===== src/rtl/mips_pkg.sv =====
// ---------------------------------------------------------------------------
// mips_pkg
// Shared definitions for the MIPS front end: the halt encoding, the
// instruction-fetch state enum, the default PC and instruction widths, and a
// saturating-increment helper used by the optional fetch performance counters.
// ---------------------------------------------------------------------------
package mips_pkg;

  localparam int FETCH_ADDR_W  = 5;
  localparam int FETCH_INSTR_W = 32;

  // Fetching this word stops the sequencer until the next reset.
  localparam logic [31:0] HALT_INSTR = 32'hFFFF_FFFF;

  typedef enum logic [1:0] {
    IDLE = 2'd0,
    RUN  = 2'd1,
    HALT = 2'd2
  } fetch_state_e;

  function automatic logic [15:0] sat_inc16(input logic [15:0] value);
    return (value == 16'hFFFF) ? value : value + 16'd1;
  endfunction

endpackage


===== src/rtl/fetch_sequencer_if.sv =====
// ---------------------------------------------------------------------------
// fetch_sequencer_if
// Bundles the fetch sequencer's bus traffic:
//   instruction memory : imem_addr (to memory), imem_instr (from memory,
//                        combinational read in the same cycle)
//   IF/ID slot         : if_valid, if_instr, if_pc (to decode), id_ready
//                        (from decode)
//   redirect           : redirect, redirect_pc (from the branch/jump unit)
// Modports:
//   master - the fetch sequencer
//   slave  - the environment (memory, decode, branch unit)
// ---------------------------------------------------------------------------
interface fetch_sequencer_if #(
  parameter int ADDR_W  = mips_pkg::FETCH_ADDR_W,
  parameter int INSTR_W = mips_pkg::FETCH_INSTR_W
);

  logic [ADDR_W-1:0]  imem_addr;
  logic [INSTR_W-1:0] imem_instr;
  logic               if_valid;
  logic [INSTR_W-1:0] if_instr;
  logic [ADDR_W-1:0]  if_pc;
  logic               id_ready;
  logic               redirect;
  logic [ADDR_W-1:0]  redirect_pc;

  modport master (
    output imem_addr, if_valid, if_instr, if_pc,
    input  imem_instr, id_ready, redirect, redirect_pc
  );

  modport slave (
    input  imem_addr, if_valid, if_instr, if_pc,
    output imem_instr, id_ready, redirect, redirect_pc
  );

endinterface


===== src/rtl/fetch_sequencer_pc_register.sv =====
// ---------------------------------------------------------------------------
// pc_register
// ADDR_W-bit program counter. Priority: synchronous active-low reset, then
// load (redirect target), then increment (modulo 2^ADDR_W), else hold.
// Ports:
//   clk, reset   clock and synchronous active-low reset
//   i_load       load i_load_pc at the next edge
//   i_load_pc    load value
//   i_inc        advance the PC by one word
//   o_pc         current PC
// ---------------------------------------------------------------------------
module pc_register #(
  parameter int ADDR_W = mips_pkg::FETCH_ADDR_W
) (
  input  logic              clk,
  input  logic              reset,
  input  logic              i_load,
  input  logic [ADDR_W-1:0] i_load_pc,
  input  logic              i_inc,
  output logic [ADDR_W-1:0] o_pc
);

  logic [ADDR_W-1:0] r_pc;

  // NOTE: reset is synchronous here -- it is an ordinary high-priority branch
  // inside a posedge-only always_ff, so clk must run for reset to take effect.
  always_ff @(posedge clk) begin
    if (!reset) begin
      r_pc <= '0;
    end else if (i_load) begin
      r_pc <= i_load_pc;
    end else if (i_inc) begin
      // Natural wrap from the all-ones index back to 0.
      r_pc <= r_pc + ADDR_W'(1);
    end
  end

  assign o_pc = r_pc;

endmodule


===== src/rtl/fetch_sequencer.sv =====
// ---------------------------------------------------------------------------
// fetch_sequencer
// Instruction-fetch controller: owns the PC, addresses the instruction memory,
// registers the fetched word into the IF/ID slot under a valid/ready
// handshake, applies branch/jump redirects and stops on the halt encoding
// (only reset leaves HALT).
// Ports:
//   clk, reset   clock and synchronous active-low reset
//   start        leave IDLE and begin fetching from PC 0
//   bus          fetch_sequencer_if.master (imem, IF/ID slot, redirect)
//   halted       sequencer is in HALT
//   fetch_count  captures into the slot, saturating  (FETCH_PERF_CNT_EN)
//   stall_count  RUN cycles with a full slot and decode not ready,
//                saturating                          (FETCH_PERF_CNT_EN)
// Build option: define FETCH_PERF_CNT_EN to add the two performance counters.
// ---------------------------------------------------------------------------
module fetch_sequencer
  import mips_pkg::*;
#(
  parameter int ADDR_W  = FETCH_ADDR_W,
  parameter int INSTR_W = FETCH_INSTR_W
) (
  input  logic                    clk,
  input  logic                    reset,
  input  logic                    start,
  fetch_sequencer_if.master       bus,
  output logic                    halted
`ifdef FETCH_PERF_CNT_EN
  ,
  output logic [15:0]             fetch_count,
  output logic [15:0]             stall_count
`endif
);

  fetch_state_e       r_state;
  logic               r_if_valid;
  logic [INSTR_W-1:0] r_if_instr;
  logic [ADDR_W-1:0]  r_if_pc;
  logic               r_halted;

  logic [ADDR_W-1:0]  w_pc;
  logic               w_run;
  logic               w_advance;
  logic               w_is_halt;
  logic               w_capture;
  logic               w_stall;

  assign w_run     = (r_state == RUN);
  // The slot can take a new word when it is empty or being drained this cycle.
  assign w_advance = !r_if_valid || bus.id_ready;
  assign w_is_halt = (bus.imem_instr == INSTR_W'(HALT_INSTR));
  // Redirect wins over both capture and halt detection.
  assign w_capture = w_run && !bus.redirect && w_advance && !w_is_halt;
  assign w_stall   = w_run && r_if_valid && !bus.id_ready;

  pc_register #(.ADDR_W(ADDR_W)) u_pc_register (
    .clk       (clk),
    .reset     (reset),
    .i_load    (w_run && bus.redirect),
    .i_load_pc (bus.redirect_pc),
    .i_inc     (w_capture),
    .o_pc      (w_pc)
  );

  // NOTE: all state below uses non-blocking assignments so every register
  // samples the pre-edge values regardless of statement order.
  always_ff @(posedge clk) begin
    if (!reset) begin
      r_state    <= IDLE;
      r_if_valid <= 1'b0;
      r_if_instr <= '0;
      r_if_pc    <= '0;
      r_halted   <= 1'b0;
    end else begin
      unique case (r_state)
        IDLE: begin
          if (start) r_state <= RUN;
        end
        RUN: begin
          if (bus.redirect) begin
            r_if_valid <= 1'b0;               // flush the wrong-path word
          end else if (w_advance) begin
            if (w_is_halt) begin
              // The halt word is never delivered; a pending word still drains.
              r_state  <= HALT;
              r_halted <= 1'b1;
              if (bus.id_ready) r_if_valid <= 1'b0;
            end else begin
              r_if_instr <= bus.imem_instr;
              r_if_pc    <= w_pc;
              r_if_valid <= 1'b1;
            end
          end
        end
        HALT: begin
          if (bus.id_ready) r_if_valid <= 1'b0;
        end
        default: r_state <= IDLE;
      endcase
    end
  end

`ifdef FETCH_PERF_CNT_EN
  logic [15:0] r_fetch_count;
  logic [15:0] r_stall_count;

  always_ff @(posedge clk) begin
    if (!reset) begin
      r_fetch_count <= '0;
      r_stall_count <= '0;
    end else begin
      if (w_capture) r_fetch_count <= sat_inc16(r_fetch_count);
      if (w_stall)   r_stall_count <= sat_inc16(r_stall_count);
    end
  end

  assign fetch_count = r_fetch_count;
  assign stall_count = r_stall_count;
`else
  // Stall detection only feeds the performance counters.
  logic w_unused_stall;
  assign w_unused_stall = w_stall;
`endif

  assign bus.imem_addr = w_pc;
  assign bus.if_valid  = r_if_valid;
  assign bus.if_instr  = r_if_instr;
  assign bus.if_pc     = r_if_pc;
  assign halted        = r_halted;

endmodule


===== src/flat_wrapper.sv =====
// flat-port wrapper written by rule: the top's interface ports become plain ports
module fetch_sequencer_flat import mips_pkg::*;
#(
  parameter int ADDR_W  = FETCH_ADDR_W,
  parameter int INSTR_W = FETCH_INSTR_W
)
  (clk, reset, start, halted, bus_imem_addr, bus_if_valid, bus_if_instr, bus_if_pc, bus_imem_instr, bus_id_ready, bus_redirect, bus_redirect_pc);
  fetch_sequencer_if #(.ADDR_W(ADDR_W), .INSTR_W(INSTR_W)) bus_i ();
  input  logic clk;
  input  logic reset;
  input  logic start;
  output logic halted;
  output wire logic [$bits(bus_i.imem_addr)-1:0] bus_imem_addr;
  output wire logic [$bits(bus_i.if_valid)-1:0] bus_if_valid;
  output wire logic [$bits(bus_i.if_instr)-1:0] bus_if_instr;
  output wire logic [$bits(bus_i.if_pc)-1:0] bus_if_pc;
  input wire logic [$bits(bus_i.imem_instr)-1:0] bus_imem_instr;
  input wire logic [$bits(bus_i.id_ready)-1:0] bus_id_ready;
  input wire logic [$bits(bus_i.redirect)-1:0] bus_redirect;
  input wire logic [$bits(bus_i.redirect_pc)-1:0] bus_redirect_pc;
  assign bus_imem_addr = bus_i.imem_addr;
  assign bus_if_valid = bus_i.if_valid;
  assign bus_if_instr = bus_i.if_instr;
  assign bus_if_pc = bus_i.if_pc;
  assign bus_i.imem_instr = bus_imem_instr;
  assign bus_i.id_ready = bus_id_ready;
  assign bus_i.redirect = bus_redirect;
  assign bus_i.redirect_pc = bus_redirect_pc;
  fetch_sequencer #(.ADDR_W(ADDR_W), .INSTR_W(INSTR_W)) u_core (.clk(clk), .reset(reset), .start(start), .bus(bus_i), .halted(halted));
endmodule

===== config.mk =====
export PLATFORM = sky130hd
export DESIGN_NAME = fetch_sequencer_flat
export DESIGN_NICKNAME = d
export VERILOG_FILES = /design/src/rtl/mips_pkg.sv /design/src/rtl/fetch_sequencer_if.sv /design/src/rtl/fetch_sequencer_pc_register.sv /design/src/rtl/fetch_sequencer.sv /design/src/flat_wrapper.sv
export SDC_FILE = /design/constraint.sdc
export NUM_CORES = 1
export LEC_CHECK = 0
export CORE_MARGIN = 4
export CORE_UTILIZATION = 30
export CTS_CLUSTER_SIZE = 40
export DETAILED_ROUTE_END_ITERATION = 8
export PLACE_DENSITY = 0.62
export SYNTH_ARGS = -nofsm -noshare
export SYNTH_HDL_FRONTEND = slang
export SYNTH_HIERARCHICAL = 1
export SYNTH_SLANG_ARGS = --single-unit

===== constraint.sdc =====
create_clock -name clk -period 5.28 [get_ports clk]
set_input_delay 0.528 -clock clk [delete_from_list [all_inputs] [get_ports clk]]
set_output_delay 0.528 -clock clk [all_outputs]
set_load 0.02 [all_outputs]

Word level (Yosys, flattened, before mapping)
Cells that the tools add are included.
W data, S select, Z words.
{ "classes": {"n_div": 0, "multipliers": 0, "n_mux": 12, "reduce_logical": 15, "bitwise": 3, "n_addsub": 1, "n_eq_ne": 8, "n_shift": 0, "n_lt_le_gt_ge": 0} }
{ "ops": {"columns": ["op", "count"], "rows": [
  ["$eq A32 B32 Y1 const B", 1],
  ["$mux W5", 2],
  ["$mux W2", 4],
  ["$ne A2 B2 Y1 const B", 4],
  ["$reduce_and A4 Y1", 2],
  ["$pmux W2 S3", 1],
  ["$add A5 B1 Y5 const B", 1],
  ["$reduce_and A5 Y1", 1],
  ["$logic_and A1 B1 Y1", 4],
  ["$mux W1", 4],
  ["$reduce_bool A2 Y1", 2],
  ["$logic_not A1 Y1", 3],
  ["$ne A3 B3 Y1 const B", 1],
  ["$not A1 Y1", 3],
  ["$eq A2 B1 Y1 const B", 1],
  ["$eq A2 B2 Y1 const B", 1],
  ["$logic_not A2 Y1", 1],
  ["$pmux W1 S2", 1],
  ["$reduce_and A2 Y1", 1],
  ["$logic_or A1 B1 Y1", 1]
]} }
{ "totals": {"output_inout_bits": 44, "latch_bits": 0, "ramBits": 0, "romBits": 0, "reg_bits": 46, "input_bits": 42, "word_cells": 45, "n_memories": 0} }

Longest topological paths before layout
Gate-level depths: netlist (run 1).
{ "logic_depth": {"ltp_word": 6, "ltp_mapped": 8} }

Cells and area by module
Netlist (run 1), hierarchy kept.
{ "modules_own_cells": {"columns": ["mod", "seq_area_each_um2", "area_per_inst_um2", "cells_each", "n_inst"], "rows": [
  ["fetch_sequencer", 820.8, 1747.9, 162, 1],
  ["pc_register", 100.1, 237.7, 27, 1]
]} }

Least setup slack after synthesis (run 1)
OpenSTA, ideal clock, no wires.
{ "synth_timing": {"path_type": "input port to flip-flop", "from": "input port bus_id_ready", "to": "register u_core.u_pc_register.r_pc[1], in the netlist u_core/u_pc_register/o_pc[1]", "stages": 7, "arrival_time_ns": 1.646, "slack_ns": 3.519, "cell_sequence": "nand2b_1 -> nand3_1 -> a21oi_1 -> buf_2 -> mux2i_1 -> o21ai_0 -> and2_1"} }
{ "synth_between": {"elab_chain_len": 4} }
{ "synth_lines": {"columns": ["element", "line", "text"], "rows": [
  ["from (decl)", "flat_wrapper.sv:18", "input wire logic [$bits(bus_i.id_ready)-1:0] bus_id_ready;"],
  ["$logic_or A1 B1 Y1", "fetch_sequencer.sv:50", "assign w_advance = !r_if_valid || bus.id_ready;"],
  ["$logic_and A1 B1 Y1 (2 in series)", "fetch_sequencer.sv:53", "assign w_capture = w_run && !bus.redirect && w_advance && !w_is_halt;"],
  ["net u_core.w_capture", "fetch_sequencer.sv:45", "logic w_capture;"],
  ["$reduce_bool A2 Y1 (no line)", null, null],
  ["to (signal assigned)", "fetch_sequencer_pc_register.sv:31", "r_pc <= i_load_pc;"],
  ["to (signal assigned)", "fetch_sequencer_pc_register.sv:34", "r_pc <= r_pc + ADDR_W'(1);"],
  ["to (decl)", "fetch_sequencer_pc_register.sv:23", "logic [ADDR_W-1:0] r_pc;"]
]} }
The timed path passes the listed nets, and every way through them passes these cells.
A chain may end at the register's enable or synchronous reset.

Worst setup path in the final report (run 1)
{ "layout_timing": {"from": "input port bus_id_ready", "to": "register u_core.r_if_instr[17], in the netlist u_core/bus.if_instr[17]"} }
{ "layout_between": {"elab_chain_len": 2} }
{ "layout_lines": {"columns": ["element", "line", "text"], "rows": [
  ["$logic_or A1 B1 Y1", "fetch_sequencer.sv:50", null],
  ["$reduce_and A4 Y1 (no line)", null, null],
  ["to (signal assigned)", "fetch_sequencer.sv:89", "r_if_instr <= bus.imem_instr;"],
  ["to (decl)", "fetch_sequencer.sv:37", "logic [INSTR_W-1:0] r_if_instr;"]
]} }
Every way passes these cells.

==> results of run 1 <==
## power by group
group / internal, mW / switching (mW) / leakage [nW]
combinational: 0.215 / 0.203 / 0.575
clock: 0.105 / 0.118 / 0.0472
sequential: 0.399 / 0.0367 / 0.374
total: 0.719 / 0.357 / 0.996
## path summary, 6_finish.rpt
path / from / end / slack (ns) / cells past startpoint
min: u_core/r_state[1] / u_core/r_state[1] / 0.51 / 2
min reg2reg: u_core/r_state[1] / u_core/r_state[1] / 0.51 / 2
max: bus_id_ready / u_core/bus.if_instr[17] / 2.64 / 7
max reg2reg: u_core/r_state[1] / u_core/bus.if_instr[17] / 2.86 / 7
## state kept, by name, summed over array words and instances (netlist names)
signal,flops
u_core/bus.if_instr,32
u_core/halted,1
u_core/bus.if_pc,5
u_core/u_pc_register/o_pc,5
u_core/r_state,2
u_core/bus.if_valid,1
## metrics by stage
step	hold WS (ns)	instances	area, um^2	setup WS [ns]	util
6_report	0.514	353	3000	2.64	0.470
5_1_grt	0.546	353	3000	2.44	0.470
4_1_cts	0.514	353	3000	2.61	0.470
3_5_place_dp	0.481	345	2910	2.30	0.455
3_3_place_gp	0.470	345	2910	2.36	0.455
2_1_floorplan	0.455	189	1990	3.52	-
## Yosys cell counts (all sizes together)
library cell,instances
mux2i,40
xnor2,1
inv,4
and2,3
nor2b,39
o32a,1
a22oi,1
a21oi,5
o21a,1
xor2,3
nand4,10
buf,4
nor4,2
dfxtp,46
nand3,2
clkbuf,4
o221ai,1
nor2,1
or3,1
nand2b,2
nand2,7
o21ai,6
ha,5
## cell families (layout without fill, tap and decap cells)
logic type	count (synthesis)	in the layout	share of synthesized area
and+or+nand+nor	67	67	0.206
DFF	46	46	0.464
muxes	40	40	0.202
AOI/OAI and AO/OA	15	15	0.0447
buffers and inverters	12	99	0.0346
adders and majority gates	5	5	0.0315
xor gates and xnor gates	4	4	0.0176
## tightest hold or removal path: stages, from the launching register on
cell	delay, ns
sky130_fd_sc_hd__dfxtp_1	0.34
sky130_fd_sc_hd__nand2_1	0.06
sky130_fd_sc_hd__mux2i_1	0.07
## final cells by class
class / count / area [um^2]
clock buffers: 6 / 82.6
clock inverters: 2 / 12.5
fillers: 630 / 3390
inverters: 4 / 15.0
multi-input cells: 131 / 1010
flip-flops and latches: 46 / 921
well taps: 77 / 96.3
repair buffers: 87 / 866
## metal layers
layer / routed length, um / vias to the layer above / GRT usage / part of all wire
met5: 0 / - / 0 / 0
met4: 21 / 0 / 0.0325 / 0.0042
met3: 551 / 2 / 0.0618 / 0.11
met2: 2110 / 60 / 0.194 / 0.43
met1: 2270 / 732 / 0.158 / 0.46
li1: - / 823 / - / -
==> impl_summary.log, run 1 <==
INFO  metric synth_area_per_cell = 10.5 um^2
INFO  metric synthesis.nets = 236
INFO  metric final_common_cell = sky130_fd_sc_hd__clkdlybuf4s50_1
INFO  metric first_global_vias = 1603
INFO  metric cts_resized = 0
INFO  metric worst-endpoint-required = 5.47 ns
INFO  metric ys_warn_count = 6
INFO  metric fp-row-count = 29
INFO  metric grt_antenna_before_repair = 0
INFO  metric nNetsFinal = 322
INFO  metric hold_path_class = reg -> reg
INFO  metric place_hpwl = 3600 um
INFO  metric final_antenna_net_count = 0
INFO  metric timing.setup.critical_path_class = in -> reg
INFO  metric clock.fmax = 379 MHz
INFO  metric overall_power_after_layout = 1.08 mW
INFO  metric cts_buffers = 5
INFO  metric cts_tree = yes
INFO  metric cts_num_sinks = 46
INFO  metric firstDrtPassIters = 5
INFO  metric most-common-layout-cells = sky130_fd_sc_hd__clkdlybuf4s50_1 (85), sky130_fd_sc_hd__dfxtp_1 (46), sky130_fd_sc_hd__mux2i_1 (40), sky130_fd_sc_hd__nor2b_1 (39), sky130_fd_sc_hd__nand4_1 (10)
INFO  metric worstSkewPairLatency = 0.29 ns
INFO  metric port_buffers = 85
INFO  metric io_pins = 86
INFO  metric worst_setup_path_end_kind = register
INFO  metric yosys.area.top_type_share = 0.464
INFO  metric die_w = 89.4 um
INFO  metric synth_largest_area_cell = sky130_fd_sc_hd__dfxtp_1
INFO  metric ctsHoldBuffers = 0
INFO  metric post-route-period-util = 0.500
INFO  metric route.detailed.vias_per_inst = 4.58
INFO  metric timing.final.max_slew_violations = 0
INFO  metric die_height = 89.4 um
INFO  metric critPathLaunchType = input pin
INFO  metric power.density = 359 nW/um^2
INFO  metric power.leakage = 0.996 nW
INFO  metric floorplan.core_area = 6390 um^2
INFO  metric num_antenna_cells = 0
INFO  metric worst-path-max-fanout = 25
INFO  metric cp_top_family = buffers and inverters
INFO  metric die_outline_area = 7980 um^2
INFO  metric initial_core_util = 0.311
INFO  metric tightestPinTransition = 1.00 ns
INFO  metric final.setup.tns = 0 ns
INFO  metric cts-root-to-sink-buffers = 2
INFO  metric cts.clk_slew.worst_paths = 0.08 ns
INFO  metric fin_crit = 2.64 ns
INFO  metric rsz_0062_raised_after_global_routing = no
INFO  metric detailroute.via_count = 1617
INFO  metric drive_above_1_share = 0.0471
INFO  metric drt-total-wl = 4950 um
INFO  metric route.detailed.drc = 0
INFO  metric max_cap_viol_count = 0
INFO  metric clock-skew-final = 0.00553 ns
INFO  metric routed_wire_length_per_instance = 14.0 um
INFO  metric synthesis.area = 1990 um^2
INFO  metric worstPathCellList = clkdlybuf4s50_1, nand2b_1, nand3_1, a21oi_4, buf_4, mux2i_1, nor2b_1
INFO  metric synth-seq-area-share = 0.464
INFO  metric clock_tree.root_cell = sky130_fd_sc_hd__clkbuf_8
INFO  metric synth.lib_cells_used.distinct = 24
INFO  metric grt_first_pass_wirelength = 7850 um
INFO  metric worstPathBufferInverterCount = 2
INFO  metric grt_use_total = 0.126
INFO  metric grt_overflow_total = 0
INFO  metric synth.area.top_cells = sky130_fd_sc_hd__dfxtp_1 (46%), sky130_fd_sc_hd__mux2i_1 (20%), sky130_fd_sc_hd__nor2b_1 (12%)
INFO  metric timing.max_slew.rel_slack = 0.329
INFO  metric critical_path_arrival = 2.83 ns
INFO  metric clock_tree.htree_level_count = 2
INFO  metric detail_route.iter0.violations = 41
INFO  metric worst_path_max_delay_cell = sky130_fd_sc_hd__a21oi_4
INFO  metric area_grow_syn2layout = 51.1%
INFO  metric timing.final.setup_violations = 0
INFO  metric largest_net_degree_at_the_start_of_global_routing = 49
INFO  metric post_cts.repair.setup_buffers = 0
INFO  metric finalWeightedCongestion = 0.709
INFO  metric timing.final.hold_violations = 0
INFO  metric slowest_stage_delay_cp = 0.78 ns
INFO  metric synth_seq_cells = 46
INFO  metric outcome = finished, final reports clean
INFO  metric peak_supply_drop = 143 uV
INFO  metric syn_inst = 189
(Power assumes the default switching activity.)
==> inputs of run 2 (changes only) <==
PLACE_DENSITY = 0.65   (was 0.62)
clock period = 2.17 ns   (was 5.28 ns; I/O delays follow)
==> impl_summary.log, run 2 (synthesis gave the netlist of run 1 again) <==
INFO  metric timing.max_slew.rel_slack = 0.701
INFO  metric floorplan.core_area = 6390 um^2
INFO  metric grt_use_total = 0.127
INFO  metric area.sequential = 921 um^2
INFO  metric hold_ws = 0.487 ns
INFO  metric routed_wire_length_per_instance = 13.7 um
INFO  metric fp-row-count = 29
INFO  metric port_buffers = 85
INFO  metric cts_tree = yes
INFO  metric grt_overflow_total = 0
INFO  metric timing.final.setup_violations = 0
INFO  metric grt_first_pass_wirelength = 7850 um
INFO  metric final.setup.tns = 0 ns
INFO  metric post-route-period-util = 0.833
INFO  metric finalWeightedCongestion = 0.736
INFO  metric drive_above_1_share = 0.0641
INFO  metric first_global_vias = 1655
INFO  metric clock_tree.htree_level_count = 2
INFO  metric fin_crit = 1.81 ns
INFO  metric initial_core_util = 0.311
INFO  metric route.detailed.vias_per_inst = 4.49
INFO  metric peak_supply_drop = 386 uV
INFO  metric worst-path-max-fanout = 16
INFO  metric min_from = u_core/r_state[1]
INFO  metric ctsHoldBuffers = 0
INFO  metric critical_path_arrival = 2.00 ns
INFO  metric timing.final.hold_violations = 0
INFO  metric cts.clk_slew.worst_paths = 0.09 ns
INFO  metric detailroute.via_count = 1606
INFO  metric outcome = finished, final reports clean
INFO  metric min_path_cells = 2
INFO  metric clock_tree.root_cell = sky130_fd_sc_hd__clkbuf_8
INFO  metric max_cap_viol_count = 0
INFO  metric place_hpwl = 3740 um
INFO  metric largest_net_degree_at_the_start_of_global_routing = 23
INFO  metric post_cts.repair.setup_buffers = 0
INFO  metric die_height = 89.4 um
INFO  metric cts_buffers = 5
INFO  metric clock-skew-final = 0.00837 ns
INFO  metric rsz_0062_raised_after_global_routing = no
INFO  metric worst-endpoint-required = 2.37 ns
INFO  metric most-common-layout-cells = sky130_fd_sc_hd__clkdlybuf4s50_1 (85), sky130_fd_sc_hd__dfxtp_1 (46), sky130_fd_sc_hd__mux2i_1 (40), sky130_fd_sc_hd__nor2b_1 (39), sky130_fd_sc_hd__nand4_1 (10)
INFO  metric route.detailed.drc = 0
INFO  metric grt_antenna_before_repair = 0
INFO  metric drt-total-wl = 4890 um
INFO  metric timing.hold.worst_endpoint = u_core/r_state[1]
INFO  metric reg2reg_from = u_core/r_state[1]
INFO  metric multiInputGateArea = 1010 um^2
INFO  metric r2r_cells = 7
INFO  metric tightestPinTransition = 0.445 ns
INFO  metric die_outline_area = 7980 um^2
INFO  metric die_w = 89.4 um
INFO  metric final_antenna_net_count = 0
INFO  metric detail_route.iter0.violations = 57
INFO  metric firstDrtPassIters = 4
INFO  metric power.leakage = 1.03 nW
INFO  metric power.density = 898 nW/um^2
INFO  metric clock.fmax = 553 MHz
INFO  metric worst_path_max_delay_cell = sky130_fd_sc_hd__clkdlybuf4s50_1
INFO  metric critPathLaunchType = input pin
INFO  metric worst_setup_path_end_kind = register
INFO  metric worstPathCellList = clkdlybuf4s50_1, nand4_1, nor4_2, a21oi_4, buf_12, mux2i_1, nor2b_1
INFO  metric largest_reg_flops = 32
INFO  metric cts_num_sinks = 46
INFO  metric timing.final.max_slew_violations = 0
INFO  metric area_grow_syn2layout = 54.6%
INFO  metric num_antenna_cells = 0
INFO  metric cts-root-to-sink-buffers = 2
INFO  metric cts_resized = 0
INFO  metric worst-r2r-setup-slack = 0.38 ns
INFO  metric worst_r2r_endpoint = u_core/bus.if_instr[31]
INFO  metric io_pins = 86
INFO  metric nFillCells = 607
INFO  metric hold_path_class = reg -> reg
INFO  metric nNetsFinal = 327
INFO  metric slowest_stage_delay_cp = 0.50 ns
INFO  metric worstSkewPairLatency = 0.30 ns
INFO  metric timing.setup.critical_path_class = in -> reg
INFO  metric final_common_cell = sky130_fd_sc_hd__clkdlybuf4s50_1
[run 2: worst max path at each step]
| stage | from | end | slack (ns) | cells after the start |
|---|---|---|---|---|
| finish | bus_imem_instr[31] | u_core/bus.if_instr[11] | 0.36 | 7 |
| global route | u_core/r_state[1] | u_core/bus.if_pc[1] | 0.21 | 7 |
| CTS | bus_imem_instr[24] | u_core/bus.if_instr[1] | 0.34 | 7 |
| detailed placement | bus_imem_instr[24] | u_core/bus.if_instr[19] | 0.01 | 7 |
| global placement | bus_imem_instr[28] | u_core/bus.if_pc[0] | 0.01 | 7 |
| floorplan | u_core/r_state[1] | u_core/u_pc_register/o_pc[1] | 0.51 | 8 |
[run 2: worst max-delay path: cells and delay by family]
kind / cells / cell delay [ns]
multiplexers: 1 / 0.17
AO/OA/AOI/OAI: 1 / 0.22
AND/OR/NAND/NOR: 3 / 0.66
buffers and inverters: 2 / 0.72
[run 2: where the power goes]
part | total [mW] | switching [mW] | internal [mW]
clock network | 0.647 | 0.304 | 0.343
registers | 1.06 | 0.0888 | 0.970
logic | 1.05 | 0.498 | 0.554
total | 2.76 | 0.890 | 1.87
[run 2: through the flow]
stage               area, um^2  setup WS [ns]  instances   util  power [mW]
floorplan                 1990          0.513        189      -        1.72
detailed placement        2960         0.0126        350  0.463        2.14
CTS                       3070          0.339        358  0.481        2.80
finish                    3070          0.362        358  0.481        2.76
global placement          2960         0.0131        350  0.463        2.13
global route              3070          0.206        358  0.481        2.93
[run 2: routing by layer]
layer / routed length, um / vias to the layer above / part of all wire / global-route usage
met3: 441 / 5 / 0.090 / 0.0424
met4: 52 / 0 / 0.011 / 0.0406
li1: - / 835 / - / -
met5: 0 / - / 0 / 0
met1: 2410 / 707 / 0.49 / 0.171
met2: 1990 / 59 / 0.41 / 0.190
[run 2: final cells by class]
| type | instances | area share |
|---|---|---|
| Clock buffer | 5 | 0.0224 |
| Clock inverter | 3 | 0.0147 |
| Inverter | 4 | 0.00489 |
| Multi-Input combinational cell | 131 | 0.328 |
| Sequential cell | 46 | 0.300 |
| Tap cell | 77 | 0.0314 |
| Timing Repair Buffer | 92 | 0.298 |
